**src/rtl/ram_arbiter_pkg.sv**
```systemverilog
// rtl/ram_arbiter_pkg.sv - shared encodings for the data RAM arbiter
package ram_arbiter_pkg;

  typedef enum logic [1:0] {
    ST_IDLE    = 2'd0,
    ST_ISSUE   = 2'd1,
    ST_CAPTURE = 2'd2,
    ST_DONE    = 2'd3
  } state_t;

  typedef enum logic {
    OWN_CPU = 1'b0,
    OWN_VGA = 1'b1
  } owner_t;

  localparam logic [3:0] BE_ALL = 4'b1111;

endpackage

```
**src/rtl/ram_arbiter_arb_pick.sv**
```systemverilog
// rtl/ram_arbiter_arb_pick.sv - winner select and VGA streak counter
module arb_pick
  import ram_arbiter_pkg::*;
#(
  parameter int MAX_STREAK = 4
) (
  input  logic i_clk,
  input  logic i_rst,
  input  logic i_cpu_req,
  input  logic i_vga_req,
  input  logic i_arb_en,
  output logic o_grant_vga
);

  localparam logic [3:0] STREAK_MAX = 4'(MAX_STREAK);

  logic [3:0] r_streak;
  logic       w_grant_vga;

  // VGA wins unless it has starved a waiting CPU for STREAK_MAX grants in a row
  always_comb begin
    w_grant_vga = i_vga_req && !(i_cpu_req && (r_streak == STREAK_MAX));
  end

  // Count VGA grants taken while the CPU is waiting; any other arbitration clears
  always_ff @(posedge i_clk) begin
    if (i_rst) begin
      r_streak <= 4'd0;
    end else if (i_arb_en) begin
      if (!w_grant_vga || !i_cpu_req) begin
        r_streak <= 4'd0;
      end else if (r_streak != STREAK_MAX) begin
        r_streak <= r_streak + 4'd1;
      end
    end
  end

  assign o_grant_vga = w_grant_vga;

endmodule

```
**src/rtl/ram_arbiter.sv**
```systemverilog
// rtl/ram_arbiter.sv - shares the data RAM between the CPU and the VGA reader
module ram_arbiter
  import ram_arbiter_pkg::*;
#(
  parameter int ADDR_W         = 32,
  parameter int DATA_W         = 32,
  parameter int VGA_MAX_STREAK = 4
) (
  input  logic              clk,
  input  logic              RST,
  input  logic              cpu_req,
  input  logic              cpu_we,
  input  logic [3:0]        cpu_be,
  input  logic [ADDR_W-1:0] cpu_addr,
  input  logic [DATA_W-1:0] cpu_wdata,
  output logic              cpu_ready,
  output logic [DATA_W-1:0] cpu_rdata,
  input  logic              vga_req,
  input  logic [ADDR_W-1:0] vga_addr,
  output logic              vga_ready,
  output logic [DATA_W-1:0] vga_rdata,
  output logic [ADDR_W-1:0] ram_addr,
  output logic [DATA_W-1:0] ram_wdata,
  output logic              ram_we,
  output logic [3:0]        ram_be,
  input  logic [DATA_W-1:0] ram_rdata
);

  state_t            r_state;
  state_t            w_next;
  owner_t            r_owner;
  logic [ADDR_W-1:0] r_ram_addr;
  logic [DATA_W-1:0] r_ram_wdata;
  logic              r_ram_we;
  logic [3:0]        r_ram_be;
  logic              r_cpu_ready;
  logic              r_vga_ready;
  logic [DATA_W-1:0] r_cpu_rdata;
  logic [DATA_W-1:0] r_vga_rdata;
  logic              w_arb_en;
  logic              w_grant_vga;

  assign w_arb_en = (r_state == ST_IDLE) && (cpu_req || vga_req);

  arb_pick #(
    .MAX_STREAK (VGA_MAX_STREAK)
  ) u_pick (
    .i_clk       (clk),
    .i_rst       (RST),
    .i_cpu_req   (cpu_req),
    .i_vga_req   (vga_req),
    .i_arb_en    (w_arb_en),
    .o_grant_vga (w_grant_vga)
  );

  // State register
  always_ff @(posedge clk) begin
    if (RST) r_state <= ST_IDLE;
    else     r_state <= w_next;
  end

  // Next state: writes skip CAPTURE since there is no data to return
  always_comb begin
    w_next = r_state;
    case (r_state)
      ST_IDLE:    if (cpu_req || vga_req) w_next = ST_ISSUE;
      ST_ISSUE:   w_next = r_ram_we ? ST_DONE : ST_CAPTURE;
      ST_CAPTURE: w_next = ST_DONE;
      ST_DONE:    w_next = ST_IDLE;
      default:    w_next = ST_IDLE;
    endcase
  end

  // Datapath: load RAM command on grant, capture read data, raise ready entering DONE
  always_ff @(posedge clk) begin
    if (RST) begin
      r_owner     <= OWN_CPU;
      r_ram_addr  <= '0;
      r_ram_wdata <= '0;
      r_ram_we    <= 1'b0;
      r_ram_be    <= 4'b0000;
      r_cpu_ready <= 1'b0;
      r_vga_ready <= 1'b0;
      r_cpu_rdata <= '0;
      r_vga_rdata <= '0;
    end else begin
      r_cpu_ready <= 1'b0;
      r_vga_ready <= 1'b0;
      case (r_state)
        ST_IDLE: begin
          if (w_arb_en) begin
            if (w_grant_vga) begin
              r_owner     <= OWN_VGA;
              r_ram_addr  <= vga_addr;
              r_ram_wdata <= '0;
              r_ram_we    <= 1'b0;
              r_ram_be    <= BE_ALL;
            end else begin
              r_owner     <= OWN_CPU;
              r_ram_addr  <= cpu_addr;
              r_ram_wdata <= cpu_wdata;
              r_ram_we    <= cpu_we;
              r_ram_be    <= cpu_be;
            end
          end
        end
        ST_ISSUE: begin
          r_ram_we <= 1'b0;
          if (r_ram_we) begin
            r_cpu_ready <= (r_owner == OWN_CPU);
            r_vga_ready <= (r_owner == OWN_VGA);
          end
        end
        ST_CAPTURE: begin
          if (r_owner == OWN_CPU) begin
            r_cpu_rdata <= ram_rdata;
            r_cpu_ready <= 1'b1;
          end else begin
            r_vga_rdata <= ram_rdata;
            r_vga_ready <= 1'b1;
          end
        end
        default: ;
      endcase
    end
  end

  assign cpu_ready = r_cpu_ready;
  assign cpu_rdata = r_cpu_rdata;
  assign vga_ready = r_vga_ready;
  assign vga_rdata = r_vga_rdata;
  assign ram_addr  = r_ram_addr;
  assign ram_wdata = r_ram_wdata;
  assign ram_we    = r_ram_we;
  assign ram_be    = r_ram_be;

endmodule
```
**config.mk**
```make
export PLATFORM = sky130hd
export DESIGN_NAME = ram_arbiter
export DESIGN_NICKNAME = d
export VERILOG_FILES = /design/src/rtl/ram_arbiter_pkg.sv /design/src/rtl/ram_arbiter_arb_pick.sv /design/src/rtl/ram_arbiter.sv
export SDC_FILE = /design/constraint.sdc
export NUM_CORES = 1
export LEC_CHECK = 0
export CAP_MARGIN = 25
export CORE_MARGIN = 2
export CORE_UTILIZATION = 32
export CTS_CLUSTER_SIZE = 12
export DETAILED_ROUTE_END_ITERATION = 16
export MAX_ROUTING_LAYER = met4
export PLACE_DENSITY = 0.66
export SLEW_MARGIN = 20
export SYNTH_ARGS = -nofsm -noshare
export SYNTH_HDL_FRONTEND = slang
export SYNTH_SLANG_ARGS = --single-unit
export TNS_END_PERCENT = 30
```
**constraint.sdc**
```tcl
create_clock -name clk -period 1.7 [get_ports clk]
set_clock_uncertainty 0.2 [all_clocks]
set_input_delay 0.34 -clock clk [delete_from_list [all_inputs] [get_ports clk]]
set_output_delay 0.34 -clock clk [all_outputs]
set_load 0.02 [all_outputs]
```
==> results by stage, run 1 <==
Synth:
- In the post-synthesis netlist, the biggest area contributors are sky130_fd_sc_hd__dfxtp_1, sky130_fd_sc_hd__nand2_1, sky130_fd_sc_hd__a21oi_1, sky130_fd_sc_hd__o211ai_2, sky130_fd_sc_hd__o21ai_0.
- For this run, the register share of the synthesized area comes to 0.477.
- The biggest area consumer among synthesized cells is sky130_fd_sc_hd__dfxtp_1.
- The top-area cell type share of the netlist area is 0.477.
- The synthesized instance count is between 600 and 700.
- The synthesized-area fraction occupied by ao, oa, aoi and oai cells was 0.297.
- By area, the combinational part of the netlist is dominated by compound AO/OA/AOI/OAI gates.
- The dominant cell by count in the synthesized netlist is sky130_fd_sc_hd__nand2_1.
- For this run, the number of Yosys warnings is 0.
- The flip-flop cell with the highest count after synthesis is sky130_fd_sc_hd__dfxtp_1.
- Counting flops with an async set or reset pin after synthesis yields a share of 0.
- The cell area that synthesis handed to floorplanning was 5960 um^2.
- The commonest cells after synthesis are sky130_fd_sc_hd__nand2_1, sky130_fd_sc_hd__dfxtp_1, sky130_fd_sc_hd__a21oi_1.
- After synthesis the netlist holds a flip-flop and latch count of 142.
- Of the post-synthesis cell area, the part taken by muxes is 0.00168.
- A synthesized cell averages ~8.6 um^2.
- The XOR/XNOR share of the synthesized area is 0.
- The number of synthesized flops with an enable pin is 0.
- The area fraction in and, or, nand and nor cells after synthesis is 0.139.
- After synthesis, the netlist uses 39 different library cells.
- Of the total synthesized cell area, the portion taken by full adders, half adders and majority gates is 0.0105.
- When the netlist entered floorplanning its net count stood at 837.

Global route:
- The peak-usage layer in the global routing report is met2.
- For met3 alone, demand over resource in global routing was 0.0585.
- The global-route wire length before repair is approximately 30 mm.
- The largest net degree at the start of global routing is 47.
- The total overflow left after global routing is 0.
- The met2 capacity usage during global routing is 0.309.
- The global-route track usage on met1 is 0.248.
- The number of antenna violations at the first check in global routing is 0.
- The number of global-route vias before repair is 5899.
- In the global route stage, overall resource usage came out at 0.200.

Routing:
- The remaining antenna violation count is 0.
- For this run, the detailed router's first-pass iteration total came to 4.
- The mean number of vias per cell is 4.97.
- Across all layers, the routed design uses 6013 vias.
- The routed length per instance is 16.8 um.
- After detailed routing, the total wire length is 20.3 mm.
- In this run, the number of DRC markers left after iteration 0 of detailed routing was 280.
- In the routed design, unresolved DRC markers number 0.

Critical path:
- Of all nets on the critical path, the largest fanout is 2.
- On the worst path, the slowest cell contributes a delay of 0.38 ns.
- The critical path startpoint category is a register.
- The kind of end point of the critical path is an output port.
- The worst register-to-register path has a setup slack of 0.04 ns.
- The critical path goes through dlygate4sd2_1.
- The critical path buffer and inverter count is 1.
- The required time reported for the critical path endpoint is ~1.2 ns.
- The slowest cell on the critical path is sky130_fd_sc_hd__dlygate4sd2_1.
- Broken down by cell family, the worst path's largest delay share belongs to buffers and inverters.
- The kind of critical path is reg2out.
- The worst path arrival time is 1.12 ns.

Timing:
- The transition time of the tightest slew-check pin is 0.485 ns.
- The post-route fraction of the period consumed by the critical path is 0.976.
- The highest clock frequency the design can meet is 603 MHz.
- The count of pins over their slew limit came to 0.
- Setup repair after global routing could not meet its margin everywhere.
- The least setup slack across all paths after layout is 0.0406 ns.
- The remaining max-slew budget at the tightest pin is 0.677.
- The time the worst path needs with I/O delays and setup is 1.66 ns.
- The final number of setup-violating endpoints is 0.
- The hold violation total from the final report is 0.
- The total negative slack for setup checks is 0 ns.

Power and ir drop:
- The part of the total power dissipated in combinational logic is 0.396.
- The switching share of power is 0.356.
- The leakage dissipation is 0.00397 uW.
- The power per cell area is 1420 nW/um^2.
- The part of the power in registers is 0.313.
- The worst voltage drop across the vdd grid is 766 uV.
- Summed over all nets, the switching power comes to 4930 uW.
- The internal power component is 8940 uW.
- The share of total power dissipated in the clock network is 0.291.

Clocking:
- The total CTS buffers is 17.
- In this run the deepest clock path goes through 2 buffers.
- The clock drives 142 sinks.
- In this run the number of H-tree levels came out at 4.
- The clock latency at the later pin of the worst-skew pair is 0.42 ns.
- Clock-pin slew was measured on the worst setup and hold paths at about 0.06 ns.
- The clock tree from TritonCTS is built.
- The clock tree root buffer cell is sky130_fd_sc_hd__clkbuf_16.

Job:
- The tool flagged a number of max-cap violations equal to 0.

Outcome:
- The flow ran to the end, and the final reports show no timing, DRC or antenna violations.

Floorplanning:
- The effective utilization at floorplan is 0.329.
- between 200 and 300 I/O pins were placed.
- The die is 140 um wide.
- The die covers 19700 um^2.
- The core footprint is 18100 um^2.
- The number of placement rows is 49.
- The die is 140 um tall.

Place:
- The placed wire-length estimate after detailed placement is 13.3 mm.
- Buffers placed on the I/O ports in this run total ~270.
- At the end of routability-driven placement, the weighted congestion stood at between 0.8 and 0.9.
- At the placement stage, the worst setup path has a slack of -0.307 ns.

Layout:
- For this run, the post-layout net count is 1109.
- The area added between synthesis and finish is 63.8%.
- The number of inserted diodes is 0.
- The ratio of cells with drive above 1 in the final layout is 0.163.

Hold path:
- The class of the worst hold path is reg2reg.
## logic make-up after synthesis
family                     after synthesis
and+or+nand+nor                        197
AOI/OAI and AO/OA                      275
buffers and inverters                   75
DFF                                    142
muxes                                    1
adders and majority gates                5
## cells in the final DEF, fill, tap and decap left out, types with 5 or more instances in the layout
cell and instances:
sky130_fd_sc_hd__dfxtp_1 141, sky130_fd_sc_hd__o21ai_1 10, sky130_fd_sc_hd__nor2_1 7, sky130_fd_sc_hd__dlygate4sd2_1 111
sky130_fd_sc_hd__inv_2 5, sky130_fd_sc_hd__o21ai_0 61, sky130_fd_sc_hd__a31oi_1 31, sky130_fd_sc_hd__clkdlybuf4s15_1 18
sky130_fd_sc_hd__nand3_1 6, sky130_fd_sc_hd__a21oi_1 108, sky130_fd_sc_hd__clkbuf_2 5, sky130_fd_sc_hd__o211ai_2 28
sky130_fd_sc_hd__buf_4 25, sky130_fd_sc_hd__nand2_1 166, sky130_fd_sc_hd__clkbuf_16 22, sky130_fd_sc_hd__buf_12 17
sky130_fd_sc_hd__clkdlybuf4s50_1 135, sky130_fd_sc_hd__a21oi_2 28
## sequential cells by signal, summed over array words and instances, names as in the netlist, 2 cells and up
| name | cells |
|---|---|
| cpu_rdata | 32 |
| r_state | 2 |
| ram_addr | 32 |
| ram_be | 4 |
| ram_wdata | 32 |
| u_pick.r_streak | 4 |
| vga_rdata | 32 |
## routing by layer
layer / vias up / wire length (um) / part of all wire
li1: 2959 / - / -
met1: 2806 / 9040 / 0.45
met2: 215 / 9270 / 0.46
met3: 33 / 1480 / 0.073
met4: 0 / 493 / 0.024
met5: - / 0 / 0
## through the flow
stage	std cells	util	hold WS, ns	total power [uW]	instance area (um^2)
final	1209	0.539	0.249	13900	9760
after global placement	1168	0.500	0.241	9800	9050
after detailed placement	1168	0.500	0.246	9830	9050
after CTS	1201	0.527	0.252	13500	9540
after floorplan	695	-	0.270	7330	5960
after global routing	1209	0.539	0.265	14700	9760
## final cells by class
type | count | area (um^2)
clock inverters | 12 | 184
inverters | 7 | 30.0
repair buffers | 321 | 3240
well taps | 229 | 287
flip-flops and latches | 142 | 2840
clock buffers | 20 | 457
multi-input cells | 478 | 2720
fillers | 1702 | 8330
## power by group through the flow
stage          Sequential (uW)  Clock (uW)  Combinational (uW)
2_1_floorplan             5170           0                2160
3_3_place_gp              4410           0                5380
3_5_place_dp              4410           0                5420
4_1_cts                   4330        4140                5010
5_1_grt                   4430        4310                5920
6_report                  4350        4040                5490
## repair_timing
item,in CTS,in global routing
endpoints found under the setup margin,135,89
gates resized for setup,141,40
setup buffers,0,1
cloned,0,7
hold buffers,1,0
endpoints found under the hold margin,1,0
pin swaps,0,3
## worst paths after layout
check                startpoint       endpoint  depth (start not counted)
max reg2reg  u_pick.r_streak[0]  ram_wdata[21]                          6
min               cpu_rdata[23]  cpu_rdata[23]                          2
max               cpu_rdata[25]  cpu_rdata[25]                          1
min reg2reg       cpu_rdata[23]  cpu_rdata[23]                          2
No activity file was read; power rests on OpenSTA's default activity.
==> inputs of run 2 (changes only) <==
CORE_UTILIZATION = 38   (was 32)
PLACE_DENSITY = 0.76   (was 0.66)
==> run 2 against run 1 <==
Flip-flop and latch count stayed put. Clock power is 1% lower. Sequential power hardly changed. Critical path depth is 6 higher. Worst hold slack hardly changed. Core utilization is 8.7 points higher. Combinational power is 8.2% lower. Sequential share of layout area is 0.63 points higher. Critical path type is now reg2reg. Largest cell class unchanged.
==> results by stage, run 2 (synthesis results as in run 1) <==
Routing:
- The routed layout has between 6000 and 7000 vias.
- The iteration-0 DRC count of the detailed router is 364.
- Using the TritonRoute via totals, the vias-per-cell ratio works out to 5.11.
- For this run, the detailed router's first-pass iteration total came to 5.
- After detailed routing, the average wire length per cell comes to 16.4 um.
- The residual DRC count is 0.
- The remaining antenna violation count is 0.
- The final routed wirelength across all metal layers is 19.3 mm.

Power and ir drop:
- The worst voltage drop across the vdd grid is 781 uV.
- The leakage dissipation is 0.00394 uW.
- The total power after layout is 13400 uW.
- The power per cell area is 1400 nW/um^2.

Clocking:
- Clock tree synthesis inserted a total of 17 buffers.
- The H-tree level count is 4.
- The number of sinks driven by the clock tree is 142.
- The clock latency at the later pin of the worst-skew pair is 0.42 ns.
- The maximum buffer depth of the clock tree is 2.
- The clock-pin slew on the worst setup and hold paths is roughly 0.06 ns.
- CTS placed an instance of sky130_fd_sc_hd__clkbuf_16 at the clock tree root.
- The clock tree from TritonCTS is built.

Timing:
- The post-route fraction of the period consumed by the critical path is 0.985.
- The hold violation total from the final report came to 0.
- Setup violations remaining at the end of the flow were counted as 0.
- The transition time of the tightest slew-check pin is 0.449 ns.
- The worst pin sits at a relative slew slack of 0.701.
- The time the worst path needs with I/O delays and setup is approximately 1.7 ns.
- The total negative slack for setup checks is 0 ns.
- The count of pins over their slew limit was 0.
- Setup repair after global routing could not meet its margin everywhere.
- The highest clock frequency the design can meet is around 600 MHz.

Floorplanning:
- The initial utilization of the core area, before any placement, comes to 0.390.
- The core footprint is 15300 um^2.
- The die is between 100 and 150 um tall.
- Row generation in the floorplan step produced 45 rows.
- Measured along the x axis, the die boundary spans 129 um.
- Pin placement for this block handled 272 I/O pins.
- The die covers 16700 um^2.

Layout:
- The repair_antennas step left the layout with diodes totalling 0.
- The leading cell type in the layout, fill and taps excluded is sky130_fd_sc_hd__nand2_1.
- The final net count is 1100.
- The ratio of cells with drive above 1 in the final layout is 0.149.
- After the flow finishes, the layout carries non-filler instances totaling 1182.
- At the end of the flow the core is filled with cells to 0.626.
- The top cell types in the final layout, fill and taps aside, are sky130_fd_sc_hd__nand2_1, sky130_fd_sc_hd__dfxtp_1, sky130_fd_sc_hd__clkdlybuf4s50_1.
- From synthesis to final layout, the design area changed by 60.4%.

Critical path:
- The slowest cell on the critical path is sky130_fd_sc_hd__dfxtp_2.
- The delay of the slowest cell on the worst path is ~0.32 ns.
- In this run the worst path has a maximum fanout of 7.
- The worst setup path is captured at a register.
- The critical path contains buffers and inverters numbering 3 combined.
- The worst setup path is launched from a register.
- Walking the worst path, the cells encountered are inv_1 > ha_4 > and4b_4 > buf_4 > clkbuf_16 > o211ai_1 > a21oi_1.
- The kind of cell adding the most delay to the critical path is buffers and inverters.
- The kind of critical path is reg2reg.
- The worst path arrival time is between 1.5 and 2 ns.
- The required time reported for the critical path endpoint is 1.79 ns.

Global route:
- The total global-route track usage is 0.230.
- The number of antenna violations at the first check in global routing is 0.
- The first global-routing pass estimated 29.5 mm of wire.
- The number of global-route vias before repair is 5855.
- Entering global routing, the biggest net connects 42 pins.
- Summed over all layers, the global routing overflow is 0.

Place:
- The placed wire-length estimate after detailed placement is 12.8 mm.
- In this run the tool buffered the top-level ports with 271 buffer cells.
- Counting tap cells, the placed design contains a total of 1144 instances.
- The placer congestion estimate is approximately 0.85.

Job:
- Across the run, the number of max-cap violations was 0.

Outcome:
- The flow ran to the end, and the final reports show no timing, DRC or antenna violations.

Hold path:
- The path class of the tightest hold or removal check is reg2reg.
run 2: changes by cell type in the layout (fill, tap and decap cells not counted), moves of 2 or more:
| cell | before | now |
|---|---|---|
| sky130_fd_sc_hd__clkbuf_2 | 5 | 1 |
| sky130_fd_sc_hd__inv_1 | 1 | 5 |
| sky130_fd_sc_hd__inv_2 | 5 | 2 |
| sky130_fd_sc_hd__o21ai_0 | 61 | 52 |
| sky130_fd_sc_hd__clkinvlp_4 | 3 | 1 |
| sky130_fd_sc_hd__o21ai_1 | 10 | 19 |
| sky130_fd_sc_hd__clkinv_4 | 3 | 1 |
| sky130_fd_sc_hd__buf_12 | 17 | 13 |
| sky130_fd_sc_hd__clkbuf_16 | 22 | 19 |
| sky130_fd_sc_hd__clkinv_2 | 1 | 4 |
| sky130_fd_sc_hd__clkdlybuf4s15_1 | 18 | 8 |
| sky130_fd_sc_hd__dlygate4sd2_1 | 111 | 125 |
run 2: report_power, final:
part	total, uW	internal, uW	switching (uW)	leakage, uW
Sequential	4340	4010	328	0.00116
Combinational	5040	2090	2960	0.00246
Clock	3980	2540	1440	0.000314
run 2: cell type report:
class / instances / area (um^2)
Timing Repair Buffer: 312 / 3070
Multi-Input combinational cell: 478 / 2720
Inverter: 7 / 26.3
Tap cell: 211 / 264
Fill cell: 1364 / 5700
Clock buffer: 19 / 453
Sequential cell: 142 / 2850
Clock inverter: 13 / 183
run 2: what timing repair did:
| action | CTS | global route |
|---|---|---|
| buffers inserted | 0 | 2 |
| hold endpoints to repair | 1 | 0 |
| gates resized for setup | 141 | 28 |
| cloned | 0 | 3 |
| setup endpoints to repair | 136 | 76 |
| hold buffers | 1 | 0 |
run 2: stage by stage:
stage / hold slack [ns] / worst slack, ns / cell area (um^2)
finish: 0.249 / 0.0251 / 9550
global route: 0.263 / -0.0197 / 9550
CTS: 0.251 / 0.00160 / 9420
detailed placement: 0.246 / -0.342 / 8930
global placement: 0.241 / -0.287 / 8930
floorplan: 0.270 / 0.0302 / 5960
run 2: routing by layer:
metal  vias to the layer above  track usage  part of all wire
met2                       236        0.360              0.47
met5                         -            -                 0
met3                        45       0.0603             0.072
li1                       2941            -                 -
met1                      2820        0.280              0.43
met4                         0        0.103             0.031
run 2: worst paths after layout:
check	start	to	slack [ns]	cells after the start
worst max-delay path	u_pick.r_streak[1]	ram_wdata[20]	0.03	7
worst min register to register	vga_rdata[7]	vga_rdata[7]	0.25	2
worst min-delay path	vga_rdata[7]	vga_rdata[7]	0.25	2
worst max register to register	u_pick.r_streak[1]	ram_wdata[20]	0.03	7
run 2: worst register-to-register path, delay by kind of cell, from the launching register on:
| kind | cells | cell delay [ns] |
|---|---|---|
| buf+inv | 3 | 0.38 |
| compound gates | 2 | 0.26 |
| fa+ha+maj | 1 | 0.17 |
| simple gates | 1 | 0.23 |
| flops | 1 | 0.32 |
==> inputs of run 3 (changes only) <==
GPL_TIMING_DRIVEN = 0   (was default)
==> run 3 against run 2 <==
The flow now finishes with violations (negative setup slack). Sequential share of layout area shrank 0.65 points. Flip-flop and latch count is the same. Final area grew 2.6%. Critical path depth grew 2. Routed wire length grew 6.3%. Clock power shrank 8.0%. Global-route usage grew 1.3 points. Critical path type unchanged.
==> results by stage, run 3 (synthesis results as in run 1) <==
Routing:
- Dividing the detail-routed via count by the number of cells gives 5.09.
- The number of detailed-routing iterations run before antenna repair is 5.
- The count of nets left with antenna violations once routing finished came out at 0.
- The routed length per instance is around 17 um.
- The final routed wirelength across all metal layers is 20.6 mm.
- The via count is 6228.
- In the routed design, unresolved DRC markers number 0.
- For this block, the initial DRC count from the detailed router was approximately 260.

Power and ir drop:
- The power per cell area is 1370 nW/um^2.
- The share of total power dissipated in combinational logic is 0.401.
- The worst voltage drop across the vdd grid is 810 uV.
- Of the total power, the share spent switching nets is 0.378.
- The share of total power in the clock network is 0.273.
- The part of the power in registers is 0.326.
- The internal power component is 8350 uW.
- Summed over all nets, the switching power comes to 5070 uW.
- In this run the static leakage power is 0.00404 uW.

Place:
- The placer congestion estimate is ~0.88.
- Timing analysis after detailed placement gives a worst setup slack of -0.580 ns.
- Port buffering added 270 buffers.
- In this run the cell area measured after placement is 8920 um^2.
- Detailed placement finished with a half-perimeter wire length of roughly 14 mm.

Global route:
- The first global-routing pass estimated 31.0 mm of wire.
- Entering global routing, the biggest net connects 17 pins.
- The number of antenna violations at the first check in global routing is 0.
- The total global-route track usage is 0.243.
- The number of global-route vias before repair is between 5000 and 6000.
- After global routing the overflow that remains totals 0.

Clocking:
- The H-tree was split into 4 levels.
- For the worst-skew pair, the clock arrives at the later sink with an insertion delay of 0.42 ns.
- The number of sinks driven by the clock tree is approximately 140.
- After clock tree synthesis, the clock-pin slew on the worst setup and hold paths is around 0.060 ns.
- TritonCTS built the clock tree.
- The tree is rooted in a sky130_fd_sc_hd__clkbuf_16.
- Counting along the longest clock path gives a buffer depth of 2.
- Clock tree synthesis inserted a total of 17 buffers.

Layout:
- Once layout is complete, the utilization of the core stands at 0.642.
- The ratio of cells with drive above 1 in the final layout is 0.190.
- Leaving out fill and tap cells, the most frequent cell in the layout is sky130_fd_sc_hd__nand2_1.
- After the last flow step, the layout net total stands at 1142.
- The repair_antennas step left the layout with diodes totalling 0.
- The finished cells cover 9800 um^2.
- In the layout the commonest cells are sky130_fd_sc_hd__nand2_1, sky130_fd_sc_hd__dfxtp_1, sky130_fd_sc_hd__clkdlybuf4s50_1.
- The area added between synthesis and finish is 64.5%.

Timing:
- Setup violations remaining at the end of the flow were counted as 6.
- The hold violation total from the final report is 0.
- The highest clock frequency the design can meet is around 580 MHz.
- The count of pins over their slew limit is 0.
- The time the worst path needs with I/O delays and setup is 1.72 ns.
- The least setup slack across all paths after layout is -0.0227 ns.
- In this run the tightest slew margin relative to its limit is 0.475.
- The transition time of the tightest slew-check pin is between 0.7 and 0.8 ns.
- Setup repair after global routing could not meet its margin everywhere.
- In the finished design, the share of the clock period the worst path needs comes to 1.01.

Hold path:
- The startpoint identified for the worst hold timing path is cpu_req.
- The class of the worst hold path is in2reg.
- Along the worst hold path, the cell count comes to 4.

Outcome:
- The final reports fail on negative setup slack.
- The flow ran to the end, but the final reports show violations.

Critical path:
- The number of cells on the worst reg-to-reg path is 9.
- The worst reg2reg path startpoint is r_state[1].
- The kind of critical path is reg2reg.
- The required time reported for the critical path endpoint is ~1.8 ns.
- The kind of cell with the highest combined delay along the critical path is buffers and inverters.
- The critical path starts at r_state[1].
- The delay of the slowest cell on the worst path is roughly 0.37 ns.
- The worst setup path is launched from a register.
- Among all stages on the critical path, the largest delay is contributed by sky130_fd_sc_hd__dfxtp_4.
- The most frequent cell on the critical path is sky130_fd_sc_hd__buf_8.
- The path length in cells of the critical path is 9.
- The worst path arrival time is 1.84 ns.
- Of all nets on the critical path, the largest fanout is 7.
- Counting both buffers and inverters, the worst setup path holds a total of 5.
- The signal on the critical path passes through inv_4 > ha_4 > buf_8 > o21a_1 > buf_6 > buf_8 > buf_12 > o21ai_0 > a21oi_1.
- The kind of end point of the critical path is a register.

Floorplanning:
- The overall die height is 129 um.
- Pin placement for this block handled around 270 I/O pins.
- The core region is 15300 um^2.
- The effective utilization at floorplan is 0.390.
- The die is 129 um wide.
- Row generation in the floorplan step produced 45 rows.
- The total die area is between 15000 and 20000 um^2.

Job:
- Across the run, the number of max-cap violations was 0.
run 3: changes by cell type in the layout (fill, tap and decap cells not counted), moves of 5 or more:
cell | before | now
sky130_fd_sc_hd__o21ai_2 | 0 | 6
sky130_fd_sc_hd__buf_2 | 0 | 12
sky130_fd_sc_hd__buf_6 | 2 | 9
sky130_fd_sc_hd__clkbuf_2 | 1 | 16
sky130_fd_sc_hd__dlygate4sd2_1 | 125 | 120
sky130_fd_sc_hd__o21ai_0 | 52 | 38
sky130_fd_sc_hd__clkbuf_4 | 0 | 5
sky130_fd_sc_hd__buf_12 | 13 | 5
sky130_fd_sc_hd__clkbuf_1 | 0 | 6
sky130_fd_sc_hd__o21ai_1 | 19 | 28
run 3: worst paths after layout:
kind,to,slack [ns]
worst max-delay path,ram_addr[4],-0.02
worst max register to register,ram_addr[4],-0.02
worst min-delay path,r_state[1],0.14
worst min register to register,vga_rdata[2],0.25
run 3: layer usage:
metal / wire length (um) / vias to the layer above / share of wire / global-route usage
met4: 391 / 0 / 0.019 / 0.0838
met5: 0 / - / 0 / -
met1: 8660 / 2889 / 0.42 / 0.295
met2: 9860 / 249 / 0.48 / 0.390
li1: - / 3046 / - / -
met3: 1650 / 44 / 0.080 / 0.0677
run 3: through the flow:
stage	TNS, ns	std cells	power [uW]	hold slack, ns
global placement	-53.77	1176	9580	0.241
CTS	-3.65	1208	13000	0.111
floorplan	0	695	7330	0.270
detailed placement	-56.38	1176	9630	0.246
global route	-2.02	1224	14100	0.170
finish	-0.0617	1224	13400	0.140
run 3: what timing repair did:
action,in CTS,in global routing
setup endpoints to repair,274,142
hold buffers,0,0
resized for setup,173,91
pin swaps,0,11
endpoints found under the hold margin,0,0
cloned,0,7
buffers inserted,0,9
run 3: worst reg2reg max path, cell delays in order, from the launching register on:
cell	delay, ns
sky130_fd_sc_hd__dfxtp_4	0.37
sky130_fd_sc_hd__inv_4	0.04
sky130_fd_sc_hd__ha_4	0.15
sky130_fd_sc_hd__buf_8	0.13
sky130_fd_sc_hd__o21a_1	0.11
sky130_fd_sc_hd__buf_6	0.15
sky130_fd_sc_hd__buf_8	0.14
sky130_fd_sc_hd__buf_12	0.12
sky130_fd_sc_hd__o21ai_0	0.15
sky130_fd_sc_hd__a21oi_1	0.06
run 3: power by group through the flow:
| stage | clock (uW) | sequential (uW) | combinational, uW |
|---|---|---|---|
| finish | 3660 | 4370 | 5380 |
| global route | 3870 | 4440 | 5820 |
| CTS | 3730 | 4350 | 4910 |
| detailed placement | 0 | 4420 | 5210 |
| global placement | 0 | 4410 | 5160 |
| floorplan | 0 | 5170 | 2160 |
run 3: area by class of cell:
class	instances	area, um^2
fillers	1344	5460
repair buffers	285	2770
inverters	7	33.8
multi-input cells	479	2760
flip-flops and latches	142	2860
clock buffers	17	425
well taps	211	264
clock inverters	15	153
plain buffers	68	536
